<file path="config.mk">
export PLATFORM = sky130hd
export DESIGN_NAME = conv_window_5x5_flat
export DESIGN_NICKNAME = d
export VERILOG_FILES = /design/src/rtl/conv_pkg.sv /design/src/rtl/conv_window_5x5_if.sv /design/src/rtl/line_buffer.sv /design/src/rtl/conv_window_5x5.sv /design/src/flat_wrapper.sv
export SDC_FILE = /design/constraint.sdc
export NUM_CORES = 1
export LEC_CHECK = 0
export ABC_AREA = 1
export CAP_MARGIN = 10
export CELL_PAD_IN_SITES_DETAIL_PLACEMENT = 0
export CELL_PAD_IN_SITES_GLOBAL_PLACEMENT = 2
export CORE_MARGIN = 2
export CORE_UTILIZATION = 29
export DETAILED_ROUTE_END_ITERATION = 12
export HOLD_SLACK_MARGIN = 0.1
export PLACE_DENSITY = 0.69
export SETUP_SLACK_MARGIN = 0.05
export SLEW_MARGIN = 5
export SYNTH_ARGS = -nofsm -noshare
export SYNTH_HDL_FRONTEND = slang
export SYNTH_SLANG_ARGS = --single-unit
</file>
<file path="constraint.sdc">
create_clock -name clk -period 6.5 [get_ports clk]
set_input_delay 1.3 -clock clk [delete_from_list [all_inputs] [get_ports clk]]
set_output_delay 1.3 -clock clk [all_outputs]
set_load 0.005 [all_outputs]
</file>
<file path="src/rtl/conv_pkg.sv">
// rtl/conv_pkg.sv - shared constants, state encoding and helpers for the 5x5 window generator
package conv_pkg;

    localparam int K          = 5;
    localparam int N_LB       = K - 1;
    localparam int DEF_IMG_W  = 32;
    localparam int DEF_IMG_H  = 32;
    localparam int DEF_DATA_W = 8;

    typedef logic [1:0] state_t;
    localparam state_t S_IDLE = 2'd0;
    localparam state_t S_FILL = 2'd1;
    localparam state_t S_RUN  = 2'd2;

    // Counter width that never collapses to zero bits for tiny ranges.
    function automatic int width_of(input int n);
        return (n <= 1) ? 1 : $clog2(n);
    endfunction

    // Byte position of window tap (r, c) inside win_out: row-major, top-left first.
    function automatic int win_byte(input int r, input int c);
        return r * K + c;
    endfunction

endpackage

</file>
<file path="src/rtl/conv_window_5x5_if.sv">
// rtl/conv_window_5x5_if.sv - pixel stream in, window stream out for conv_window_5x5
interface conv_window_5x5_if
    import conv_pkg::*;
#(
    parameter int IMG_W  = DEF_IMG_W,
    parameter int IMG_H  = DEF_IMG_H,
    parameter int DATA_W = DEF_DATA_W
);
    localparam int ROW_W = width_of(IMG_H - K + 1);
    localparam int COL_W = width_of(IMG_W - K + 1);

    logic                    frame_clr;
    logic                    valid_in;
    logic [DATA_W-1:0]       pix_in;
    logic                    valid_out;
    logic [K*K*DATA_W-1:0]   win_out;
    logic [ROW_W-1:0]        out_row;
    logic [COL_W-1:0]        out_col;
    logic                    frame_done;
    logic                    busy;

    modport master (
        output frame_clr, valid_in, pix_in,
        input  valid_out, win_out, out_row, out_col, frame_done, busy
    );

    modport slave (
        input  frame_clr, valid_in, pix_in,
        output valid_out, win_out, out_row, out_col, frame_done, busy
    );

endinterface

</file>
<file path="src/rtl/line_buffer.sv">
// rtl/line_buffer.sv - one image row of pixels, read-before-write at a single address
module line_buffer
    import conv_pkg::*;
#(
    parameter int DEPTH  = DEF_IMG_W,
    parameter int DATA_W = DEF_DATA_W,
    localparam int AW    = width_of(DEPTH)
) (
    input  logic              clk,
    input  logic              we,
    input  logic [AW-1:0]     addr,
    input  logic [DATA_W-1:0] wr_data,
    output logic [DATA_W-1:0] rd_data
);

    logic [DATA_W-1:0] mem [DEPTH];

    // Read is combinational so the old word is seen in the same cycle it is replaced.
    assign rd_data = mem[addr];

    // Contents are never cleared; every position is rewritten before it is used.
    always_ff @(posedge clk) begin
        if (we) begin
            mem[addr] <= wr_data;
        end
    end

endmodule

</file>
<file path="src/rtl/conv_window_5x5.sv">
// rtl/conv_window_5x5.sv - streaming 5x5 window generator feeding the convolution PE
module conv_window_5x5
    import conv_pkg::*;
#(
    parameter int IMG_W  = DEF_IMG_W,
    parameter int IMG_H  = DEF_IMG_H,
    parameter int DATA_W = DEF_DATA_W
) (
    input  logic              clk,
    input  logic              reset_n,
    conv_window_5x5_if.slave  bus
);

    localparam int CW  = width_of(IMG_W);
    localparam int RW  = width_of(IMG_H);
    localparam int ORW = width_of(IMG_H - K + 1);
    localparam int OCW = width_of(IMG_W - K + 1);

    logic [CW-1:0] col;
    logic [RW-1:0] row;
    state_t        state;

    logic          accept;
    logic [CW-1:0] cur_col;
    logic [RW-1:0] cur_row;
    logic [CW-1:0] nxt_col;
    logic [RW-1:0] nxt_row;
    logic          last_pix;
    logic          win_pos;

    logic [N_LB-1:0][DATA_W-1:0] lb_rd;
    logic [N_LB-1:0][DATA_W-1:0] lb_wr;
    logic [K-1:0][DATA_W-1:0]    new_col;
    logic [K-1:0][K-1:0][DATA_W-1:0] win;

    // A frame_clr with a pixel in the same cycle makes that pixel (0,0) of the new frame.
    assign accept   = bus.valid_in;
    assign cur_col  = bus.frame_clr ? '0 : col;
    assign cur_row  = bus.frame_clr ? '0 : row;
    assign last_pix = (cur_row == RW'(IMG_H - 1)) && (cur_col == CW'(IMG_W - 1));
    assign win_pos  = (cur_row >= RW'(K - 1)) && (cur_col >= CW'(K - 1));

    // Raster coordinate of the pixel after the current one.
    always_comb begin
        nxt_col = cur_col + CW'(1);
        nxt_row = cur_row;
        if (cur_col == CW'(IMG_W - 1)) begin
            nxt_col = '0;
            nxt_row = (cur_row == RW'(IMG_H - 1)) ? '0 : cur_row + RW'(1);
        end
    end

    // Line buffers form a vertical shift chain: each one takes the row the next one held.
    for (genvar i = 0; i < N_LB; i++) begin : g_lb
        if (i == N_LB - 1) begin : g_newest
            assign lb_wr[i] = bus.pix_in;
        end else begin : g_older
            assign lb_wr[i] = lb_rd[i+1];
        end
        line_buffer #(
            .DEPTH  (IMG_W),
            .DATA_W (DATA_W)
        ) u_lb (
            .clk     (clk),
            .we      (accept),
            .addr    (cur_col),
            .wr_data (lb_wr[i]),
            .rd_data (lb_rd[i])
        );
    end

    // Incoming window column, oldest row on top.
    always_comb begin
        new_col = '0;
        for (int r = 0; r < N_LB; r++) begin
            new_col[r] = lb_rd[r];
        end
        new_col[K-1] = bus.pix_in;
    end

    // Window slides one column left per accepted pixel and takes the new column on the right.
    always_ff @(posedge clk or negedge reset_n) begin
        if (!reset_n) begin
            win <= '0;
        end else if (accept) begin
            for (int r = 0; r < K; r++) begin
                for (int c = 0; c < K - 1; c++) begin
                    win[r][c] <= win[r][c+1];
                end
                win[r][K-1] <= new_col[r];
            end
        end
    end

    // Flatten the window into the PE byte order.
    always_comb begin
        bus.win_out = '0;
        for (int r = 0; r < K; r++) begin
            for (int c = 0; c < K; c++) begin
                bus.win_out[win_byte(r, c)*DATA_W +: DATA_W] = win[r][c];
            end
        end
    end

    // Coordinate counters and frame-phase FSM; frame_clr alone just rewinds to idle.
    always_ff @(posedge clk or negedge reset_n) begin
        if (!reset_n) begin
            col   <= '0;
            row   <= '0;
            state <= S_IDLE;
        end else if (accept) begin
            col <= nxt_col;
            row <= nxt_row;
            if (last_pix) begin
                state <= S_IDLE;
            end else if (nxt_row >= RW'(K - 1)) begin
                state <= S_RUN;
            end else begin
                state <= S_FILL;
            end
        end else if (bus.frame_clr) begin
            col   <= '0;
            row   <= '0;
            state <= S_IDLE;
        end
    end

    assign bus.busy = (state != S_IDLE);

    // Registered window strobe, output-map coordinate and end-of-frame pulse.
    always_ff @(posedge clk or negedge reset_n) begin
        if (!reset_n) begin
            bus.valid_out  <= 1'b0;
            bus.frame_done <= 1'b0;
            bus.out_row    <= '0;
            bus.out_col    <= '0;
        end else begin
            bus.valid_out  <= accept && win_pos;
            bus.frame_done <= accept && last_pix;
            if (accept && win_pos) begin
                bus.out_row <= ORW'(cur_row - RW'(K - 1));
                bus.out_col <= OCW'(cur_col - CW'(K - 1));
            end
        end
    end

endmodule

</file>
<file path="src/flat_wrapper.sv">
// flat-port wrapper written by rule: the top's interface ports become plain ports
module conv_window_5x5_flat import conv_pkg::*;
#(
    parameter int IMG_W  = DEF_IMG_W,
    parameter int IMG_H  = DEF_IMG_H,
    parameter int DATA_W = DEF_DATA_W
)
  (clk, reset_n, bus_frame_clr, bus_valid_in, bus_pix_in, bus_valid_out, bus_win_out, bus_out_row, bus_out_col, bus_frame_done, bus_busy);
  conv_window_5x5_if #(.IMG_W(IMG_W), .IMG_H(IMG_H), .DATA_W(DATA_W)) bus_i ();
  input  logic clk;
  input  logic reset_n;
  input wire logic [$bits(bus_i.frame_clr)-1:0] bus_frame_clr;
  input wire logic [$bits(bus_i.valid_in)-1:0] bus_valid_in;
  input wire logic [$bits(bus_i.pix_in)-1:0] bus_pix_in;
  output wire logic [$bits(bus_i.valid_out)-1:0] bus_valid_out;
  output wire logic [$bits(bus_i.win_out)-1:0] bus_win_out;
  output wire logic [$bits(bus_i.out_row)-1:0] bus_out_row;
  output wire logic [$bits(bus_i.out_col)-1:0] bus_out_col;
  output wire logic [$bits(bus_i.frame_done)-1:0] bus_frame_done;
  output wire logic [$bits(bus_i.busy)-1:0] bus_busy;
  assign bus_i.frame_clr = bus_frame_clr;
  assign bus_i.valid_in = bus_valid_in;
  assign bus_i.pix_in = bus_pix_in;
  assign bus_valid_out = bus_i.valid_out;
  assign bus_win_out = bus_i.win_out;
  assign bus_out_row = bus_i.out_row;
  assign bus_out_col = bus_i.out_col;
  assign bus_frame_done = bus_i.frame_done;
  assign bus_busy = bus_i.busy;
  conv_window_5x5 #(.IMG_W(IMG_W), .IMG_H(IMG_H), .DATA_W(DATA_W)) u_core (.clk(clk), .reset_n(reset_n), .bus(bus_i));
endmodule
</file>
=== Word level (Yosys, flattened, before mapping) ===
Memory sizes are Yosys's and may differ from the RTL's. A register that Yosys moved wholly into a read port is not among the register bits.
Index checks and enable logic that the tools add are counted.

* Flip-flop bits (word level): 216
* RAM bits: 1024
* Output and inout bits: 213
* Logic and storage cells: 64
* Memories kept: 4

* $add $sub $neg: 4
* $lt $le $gt $ge: 3
* Equality and inequality tests: 2
* Muxes and demuxes: 13
* Reductions and logical operators: 7

{| class="wikitable"
|+ Memories
! name !! words !! width !! rd ports !! clocked after Yosys merged registers in !! write ports !! RTL line !! source
|-
| u_core.g_lb[0].u_lb.mem || 32 || 8 || 1 || 1 || 1 || line_buffer.sv:16 || <nowiki>logic [DATA_W-1:0] mem [DEPTH];</nowiki>
|-
| u_core.g_lb[1].u_lb.mem || 32 || 8 || 1 || 0 || 1 || line_buffer.sv:16 ||
|-
| u_core.g_lb[2].u_lb.mem || 32 || 8 || 1 || 0 || 1 || line_buffer.sv:16 ||
|-
| u_core.g_lb[3].u_lb.mem || 32 || 8 || 1 || 0 || 1 || line_buffer.sv:16 ||
|}

{| class="wikitable"
|+ Operators by type and width
! cell !! number
|-
| 2-to-1 mux 5 bit || 7
|-
| greater-or-equal comparator 5 x 3 -> 1 bit, second input constant || 3
|-
| adder 5 x 1 -> 5 bit, second input constant || 2
|-
| == test 5 bit, second input constant || 2
|-
| subtractor 5 x 3 -> 5 bit, second input constant || 2
|-
| 2-to-1 mux 2 bit || 4
|-
| logical AND 1 bit || 4
|-
| nonzero test 2 bit || 2
|-
| 2-to-1 mux 1 bit || 2
|-
| zero test 1 bit || 1
|}

=== Longest topological paths before layout ===
Gate-level depths: netlist of run 1.

* Depth after elaboration: 8
* Gate-level depth with buffers: 17
* Depth with buffers taken out: 15

=== Cells and area by module ===
From an unflattened synthesis of run 1, not the netlist that was laid out.

* Cells, all modules: 5140
* Area total of the unflattened synthesis: 51987.4 um^2

{| class="wikitable"
|+ By module, submodules not included
! module !! instances !! cells each !! area each (um^2) !! seq. area each (um^2)
|-
| line_buffer || 4 || 1055 || 10827.9 || 7687.4
|-
| conv_window_5x5 || 1 || 920 || 8675.8 || 5605.4
|}

=== Worst setup path after synthesis of run 1 ===
No wires, ideal clock.

* Kind: input -> register
* From: input port bus_frame_clr
* To: memory u_core.g_lb[0].u_lb.mem[15][0] (netlist name), enable pin
* Library setup time: 0.421 ns
* Arrival: 4.067 ns
* Path slack: 2.012 ns
* Stages: 10
* Path through: buf_4 -> nor2_2 -> buf_2 -> buf_2 -> buf_2 -> ha_1 -> nand2_1 -> nor2_1 -> inv_1 -> nor2_1

* Word-level cells in the longest chain between the ends: 1

{| class="wikitable"
|+ RTL lines
! item !! RTL line !! source
|-
| start, declared || flat_wrapper.sv:12 || <nowiki>input wire logic [$bits(bus_i.frame_clr)-1:0] bus_frame_clr;</nowiki>
|-
| 2-to-1 mux 5 bit || -- ||
|-
| via u_core.cur_col[1] || conv_window_5x5.sv:24 || <nowiki>logic [CW-1:0] cur_col;</nowiki>
|-
| end, declared || line_buffer.sv:16 ||
|}

The timed path passes the listed nets, and every way through them passes these cells.

=== Worst setup path in the final report of run 1 ===
* From: input port bus_frame_clr
* To: memory u_core.g_lb[1].u_lb.mem[4][2] (netlist name), data pin

* Word-level cells in the longest chain between the ends: 2

{| class="wikitable"
|+ RTL lines
! item !! RTL line !! source
|-
| 2-to-1 mux 5 bit || -- ||
|-
| memory (32 x 8 bit) || -- ||
|-
| via u_core.g_lb[1].u_lb.wr_data[2] || line_buffer.sv:12 || <nowiki>input logic [DATA_W-1:0] wr_data,</nowiki>
|-
| end, declared || line_buffer.sv:16 ||
|}

The timed path passes the listed nets, and every way through them passes these cells.

==> results of run 1 <==
critical path, stage by stage:
cell and delay, ps:
clkdlybuf4s50_1 700, inv_2 690, nand2_8 490, buf_12 370, o21ai_0 220, nand2_1 150
nand2_1 90, nand2_1 50, nor2_1 110, nand2_1 650
state kept, by name, summed over array words and instances, names as in the netlist:
name / flops
u_core.bus.win_out: 200
u_core.bus.out_col: 5
u_core.g_lb.u_lb.mem: 1024
u_core.col: 5
u_core.bus.frame_done: 1
u_core.bus.out_row: 5
u_core.state: 2
u_core.bus.valid_out: 1
u_core.row: 5
final timing paths:
kind,to
max reg2reg,u_core.g_lb[1].u_lb.mem[1][2]
min reg2reg,u_core.bus.win_out[47]
min in group asynchronous,u_core.bus.win_out[166]
max in group asynchronous,u_core.bus.win_out[155]
max,u_core.g_lb[1].u_lb.mem[4][2]
min,u_core.bus.win_out[47]
stage by stage:
step                instances  instance area (um2)
finish                   7563                61600
global route             7562                61600
CTS                      7561                61600
detailed placement       7305                57200
global placement         7303                57100
floorplan                4862                51400
final cells by class:
| class | instances | area (um2) | share of cell area, % |
|---|---|---|---|
| clock inverters | 57 | 432 | 0.700 |
| multi-input cells | 2838 | 12300 | 19.9 |
| diodes | 2 | 5.00 | 0.00812 |
| well taps | 2340 | 2930 | 4.75 |
| clock buffers | 199 | 4030 | 6.53 |
| inverters | 524 | 1970 | 3.20 |
| repair buffers | 355 | 3630 | 5.90 |
| flip-flops and latches | 1248 | 36400 | 59.0 |
layer usage:
metal	share of wire, %	vias up	track usage (%)
met5	0	-	0
met4	2.5	0	5.53
met1	45	17173	25.0
met3	5.0	223	2.89
li1	-	16394	-
met2	47	907	29.9
logic make-up after synthesis:
group	after synthesis	synth area share, %
fa+ha+maj	14	0.341
buf+inv	776	6.05
xor+xnor	5	0.0852
simple gates	2416	18.8
compound gates	403	4.08
flops	1248	70.7
report_power, final:
group	internal (W)	total (W)	switching (W)
clock network	0.00455	0.00780	0.00325
logic	0.000783	0.00229	0.00151
registers	0.00919	0.00944	0.000245
synthesized netlist by cell type:
master    instances
nand2_1        1493
edfxtp_1       1024
inv_1           518
nor2_1          506
nand3_1         375
o21ai_0         237
dfrtp_1         224
buf_2           133
clkbuf_1        107
o21ai_1          99
a21oi_1          33
or2_2            33
o211ai_1         32
ha_1             14
buf_4             7
inv_2             5
buf_1             4
xnor2_1           3
nand2_2           2
nand4_1           2
nor2_2            2
xor2_1            2
a31oi_1           1
buf_6             1
clkinv_1          1
nand2_4           1
nor2_4            1
nor3_1            1
o22ai_1           1
==> impl_results.md, run 1 <==
* Root Driver: clkbuf_16
* Worst Hold Class: reg2reg
* Hold-fix buffers, CTS at 0
* First-pass GRT wire length at 243000 um
* Crit Path Category: in2reg
* Boundary Pins at 225
* CTS H-tree lvls at 4
* Post-Syn Instances at 4862
* R2R Path Start: u_core.col[0]
* MaxCap Viol Count at 0
* DRC violations left at 0
* Final count of hold timing violations at 0
* Nets@finish at 5138
* DRT Wirelength at 167000 um
* Final setup fails at 0
* Commonest non-fill, non-tap cell in the layout: nand2_1
* Antenna viol nets, final at 0
* Leading area contributor after synthesis: edfxtp_1
* Unique masters post-synth at 29
* Clock Skew at 25.3 ps
* Worst-path clk slew at 50 ps
* Filler instances at 17601
* Final worst-path cycle share at 73.2%
* Number of global-route vias before repair at 33984
* DIE HEIGHT at 425 um
* Synthesized flop and latch total at 1248
* Cell Pwr Density at 317 mW/mm2
* CP max FO at 70
* CORE AREA at 0.176 mm2
* Final min period at 4760 ps
* Post-Syn Nets at 4888
* HPWL after DPL at 94100 um
* Critical Path Start Type: input port
* Synth Area per Inst at 10.6 um2
* Arr. time, crit path at 4990 ps
* RSZ-0062 raised after global routing: false
* Crit path from: bus_frame_clr
* Critical Path RT at 6730 ps
* Leakage at 25.1 nW
* Total iterations of the first detailed-routing run at 5
* Cts repair resizes at 0
* Layout cells sized above 1 at 7.85%
* CTS tree: yes
* Peak supply drop at 257 uV
* Width of the die at 425 um
* Post-DR vias/cell at 4.59
* Seq/Total Area, Yosys at 70.7%
* Headroom to the max-slew limit at 25.9%
* CTS max path bufs at 3
* Critical Path End Type: register
* # port buffers at 224
* Initial antenna violation count at 2
* Worst slack, placed at 889 ps
* CTS Buf Count at 145
* Finished Core Util at 35.0%
* Via Count at 34697
* GRT Total Usage at 18.3%
* Least-Margin Pin Slew at 1110 ps
* Final GP Congestion at 0.779
* Area share of the largest cell type after synthesis at 59.8%
* Die ar. at 0.181 mm2
* Reg2reg setup slack at 2650 ps
* Most frequent cells in the layout: nand2_1, edfxtp_1, inv_1
* Latest clock arrival within the worst-skew pair at 780 ps
* Fmax at 0.210 GHz
* Initial Utilization at 29.2%
* Hold Path Depth at 2
* Cell depth of the worst flop-to-flop path at 7
* # clock sinks at 1248
* Grt ovf at 0
* Post-synthesis instance area at 0.0514 mm2
* Drt initial violations at 2985
* Most area-consuming cells after synthesis: edfxtp_1, dfrtp_1, nand2_1
* Total Power at 0.0195 W
* Largest net degree at the start of global routing at 180
* Setup TNS at 0 ps
* Area Overhead vs Synth at 19.8%
* Hold_sp: u_core.bus.win_out[47]
* Hold_ws at 466 ps
* Row count at 154
* Syn. warnings at 0
* Status: finished clean
* Final WS setup at 1740 ps
* Post-CTS setup buffers at 0
* Routed WL per cell at 22.0 um
* Slew Viols, Final at 0
No activity file was read; power rests on OpenSTA's default activity.
==> run 2, diff against run 1 <==
==> constraint.sdc (replaced) <==
create_clock -name clk -period 4.6 [get_ports clk]
set_input_delay 0.92 -clock clk [delete_from_list [all_inputs] [get_ports clk]]
set_output_delay 0.92 -clock clk [all_outputs]
set_load 0.005 [all_outputs]
==> run 2 against run 1 <==
Against the previous run: global-route usage is 0.064 points higher; first-iteration DRC count up 4.8%; register-to-register slack worse by 1400 ps; via count is 0.69% higher; non-clock buffer count increased by 70; clock power increased by 42%; die area is the same; clock skew decreased by 1.4 ps; combinational power increased by 45%; power grew 42%; worst setup slack lost 490 ps; critical path depth grew 1; largest power group unchanged.
==> impl_results.md, run 2 (synthesis gave the netlist of run 1 again) <==
* Reg2reg setup slack at 1250 ps
* Cell Pwr Density at 444 mW/mm2
* Via Count at 34935
* Critical Path End Type: register
* Least-Margin Pin Slew at 924 ps
* DP Area at 0.0579 mm2
* GRT Total Usage at 18.4%
* Largest net degree at the start of global routing at 125
* Switch share at 26.0%
* Commonest non-fill, non-tap cell in the layout: nand2_1
* DRC violations left at 0
* Final setup fails at 0
* Post-CTS setup buffers at 0
* RSZ-0062 raised after global routing: false
* Die ar. at 0.181 mm2
* Max reg flops at 1024
* Post-DR vias/cell at 4.57
* # clock sinks at 1248
* Combinational Power Share at 12.0%
* Area Overhead vs Synth at 21.3%
* Worst Hold Class: in2async
* Leakage at 25.5 nW
* R2R Path Start: u_core.col[0]
* Grt ovf at 0
* Slew Viols, Final at 0
* Root Driver: clkbuf_16
* Most frequent cells in the layout: nand2_1, edfxtp_1, inv_1
* Fmax at 0.298 GHz
* Filler instances at 17721
* Post-Layout Inst Area at 0.0624 mm2
* Worst slack, placed at 423 ps
* CTS tree: yes
* Met1 WL at 74800 um
* Final worst-path cycle share at 72.9%
* Cell depth of the worst flop-to-flop path at 11
* Nets@finish at 5207
* Headroom to the max-slew limit at 38.4%
* Initial antenna violation count at 4
* WL met2 at 77400 um
* Antenna viol nets, final at 0
* Status: finished clean
* Boundary Pins at 225
* Final WS setup at 1250 ps
* Total iterations of the first detailed-routing run at 6
* Switch Pwr at 0.00720 W
* Final count of hold timing violations at 0
* # port buffers at 224
* Biggest register: u_core.g_lb.u_lb.mem
* Number of global-route vias before repair at 34175
* Setup TNS at 0 ps
* Cts repair resizes at 0
* Hold-fix buffers, CTS at 0
* Final min period at 3350 ps
* CTS Buf Count at 144
* DRT Wirelength at 167000 um
* Critical Path Start Type: register
* Row count at 154
* Initial Utilization at 29.2%
* DIE HEIGHT at 425 um
* Layout cells sized above 1 at 9.32%
* First-pass GRT wire length at 243000 um
* HPWL after DPL at 101000 um
* Sequential power share at 48.1%
* MaxCap Viol Count at 0
* Worst-path clk slew at 60 ps
* Width of the die at 425 um
* CORE AREA at 0.176 mm2
* Arr. time, crit path at 3860 ps
* Clk pwr share at 39.9%
* Critical Path RT at 5110 ps
* CTS max path bufs at 3
* Peak supply drop at 373 uV
* Routed WL per cell at 21.8 um
* Final GP Congestion at 0.791
* Latest clock arrival within the worst-skew pair at 780 ps
* Max layer used: met4
* Crit Path Category: reg2reg
* Clock Skew at 23.9 ps
* Metal3 WL at 10300 um
* CTS H-tree lvls at 4
* Pint at 0.0205 W
* CP max FO at 61
* Drt initial violations at 3127
* R2r endpoint: u_core.g_lb[1].u_lb.mem[11][6]
==> run 2: changes by cell type in the layout (fill, tap and decap cells not counted), sizes merged, moves of 4 or more <==
| cell | delta |
|---|---|
| clkbuf | -18 |
| buf | +71 |
| inv | +4 |
| clkinvlp | +4 |
| clkinv | +19 |
==> run 2: metrics by stage <==
stage	std cells	total power (W)	hold WS, ps	util (%)
2_1_floorplan	4862	0.0150	442	-
3_3_place_gp	7375	0.0169	453	32.9
3_5_place_dp	7375	0.0169	458	32.9
4_1_cts	7641	0.0280	124	35.4
5_1_grt	7641	0.0288	158	35.4
6_report	7642	0.0277	144	35.4
==> run 2: worst max-delay path by stage <==
stage,to,slack [ps],from
2_1_floorplan,u_core.g_lb[0].u_lb.mem[15][0],490,bus_frame_clr
3_3_place_gp,u_core.g_lb[1].u_lb.mem[22][6],400,bus_frame_clr
3_5_place_dp,u_core.g_lb[1].u_lb.mem[22][6],420,bus_frame_clr
4_1_cts,u_core.g_lb[0].u_lb.mem[6][2],1160,u_core.col[0]
5_1_grt,u_core.g_lb[0].u_lb.mem[6][2],1080,u_core.col[0]
6_report,u_core.g_lb[1].u_lb.mem[11][6],1250,u_core.col[0]
==> run 2: worst max-delay path, cell delays in order, from the launching register on <==
cell     delay (ps)
dfrtp_4         850
inv_2            90
nor2_4          230
buf_12          350
nand2_1          90
nand2_1         100
nand3_1         160
nand2_1         190
nor2_1           70
nor2_1          190
nand2_1         370
buf_12          290
==> run 2: layout make-up <==
cell class | count | area (um2) | area share, %
flip-flops and latches | 1248 | 36400 | 58.3
multi-input cells | 2838 | 12300 | 19.7
repair buffers | 425 | 4330 | 6.94
clock buffers | 181 | 3860 | 6.18
well taps | 2340 | 2930 | 4.69
inverters | 524 | 1970 | 3.16
clock inverters | 85 | 668 | 1.07
diodes | 1 | 2.50 | 0.00401
==> run 2: power by group through the flow <==
stage,logic [W],registers [W],clock network (W)
finish,0.00332,0.0133,0.0111
global route,0.00368,0.0134,0.0117
CTS,0.00339,0.0133,0.0113
detailed placement,0.00338,0.0136,0
global placement,0.00338,0.0136,0
floorplan,0.00151,0.0135,0
==> run 2: per-layer routing <==
layer / up-vias / GRT usage [%]
met3: 228 / 3.76
met4: 0 / 5.38
li1: 16566 / -
met2: 1002 / 29.5
met5: - / 0
met1: 17139 / 25.0
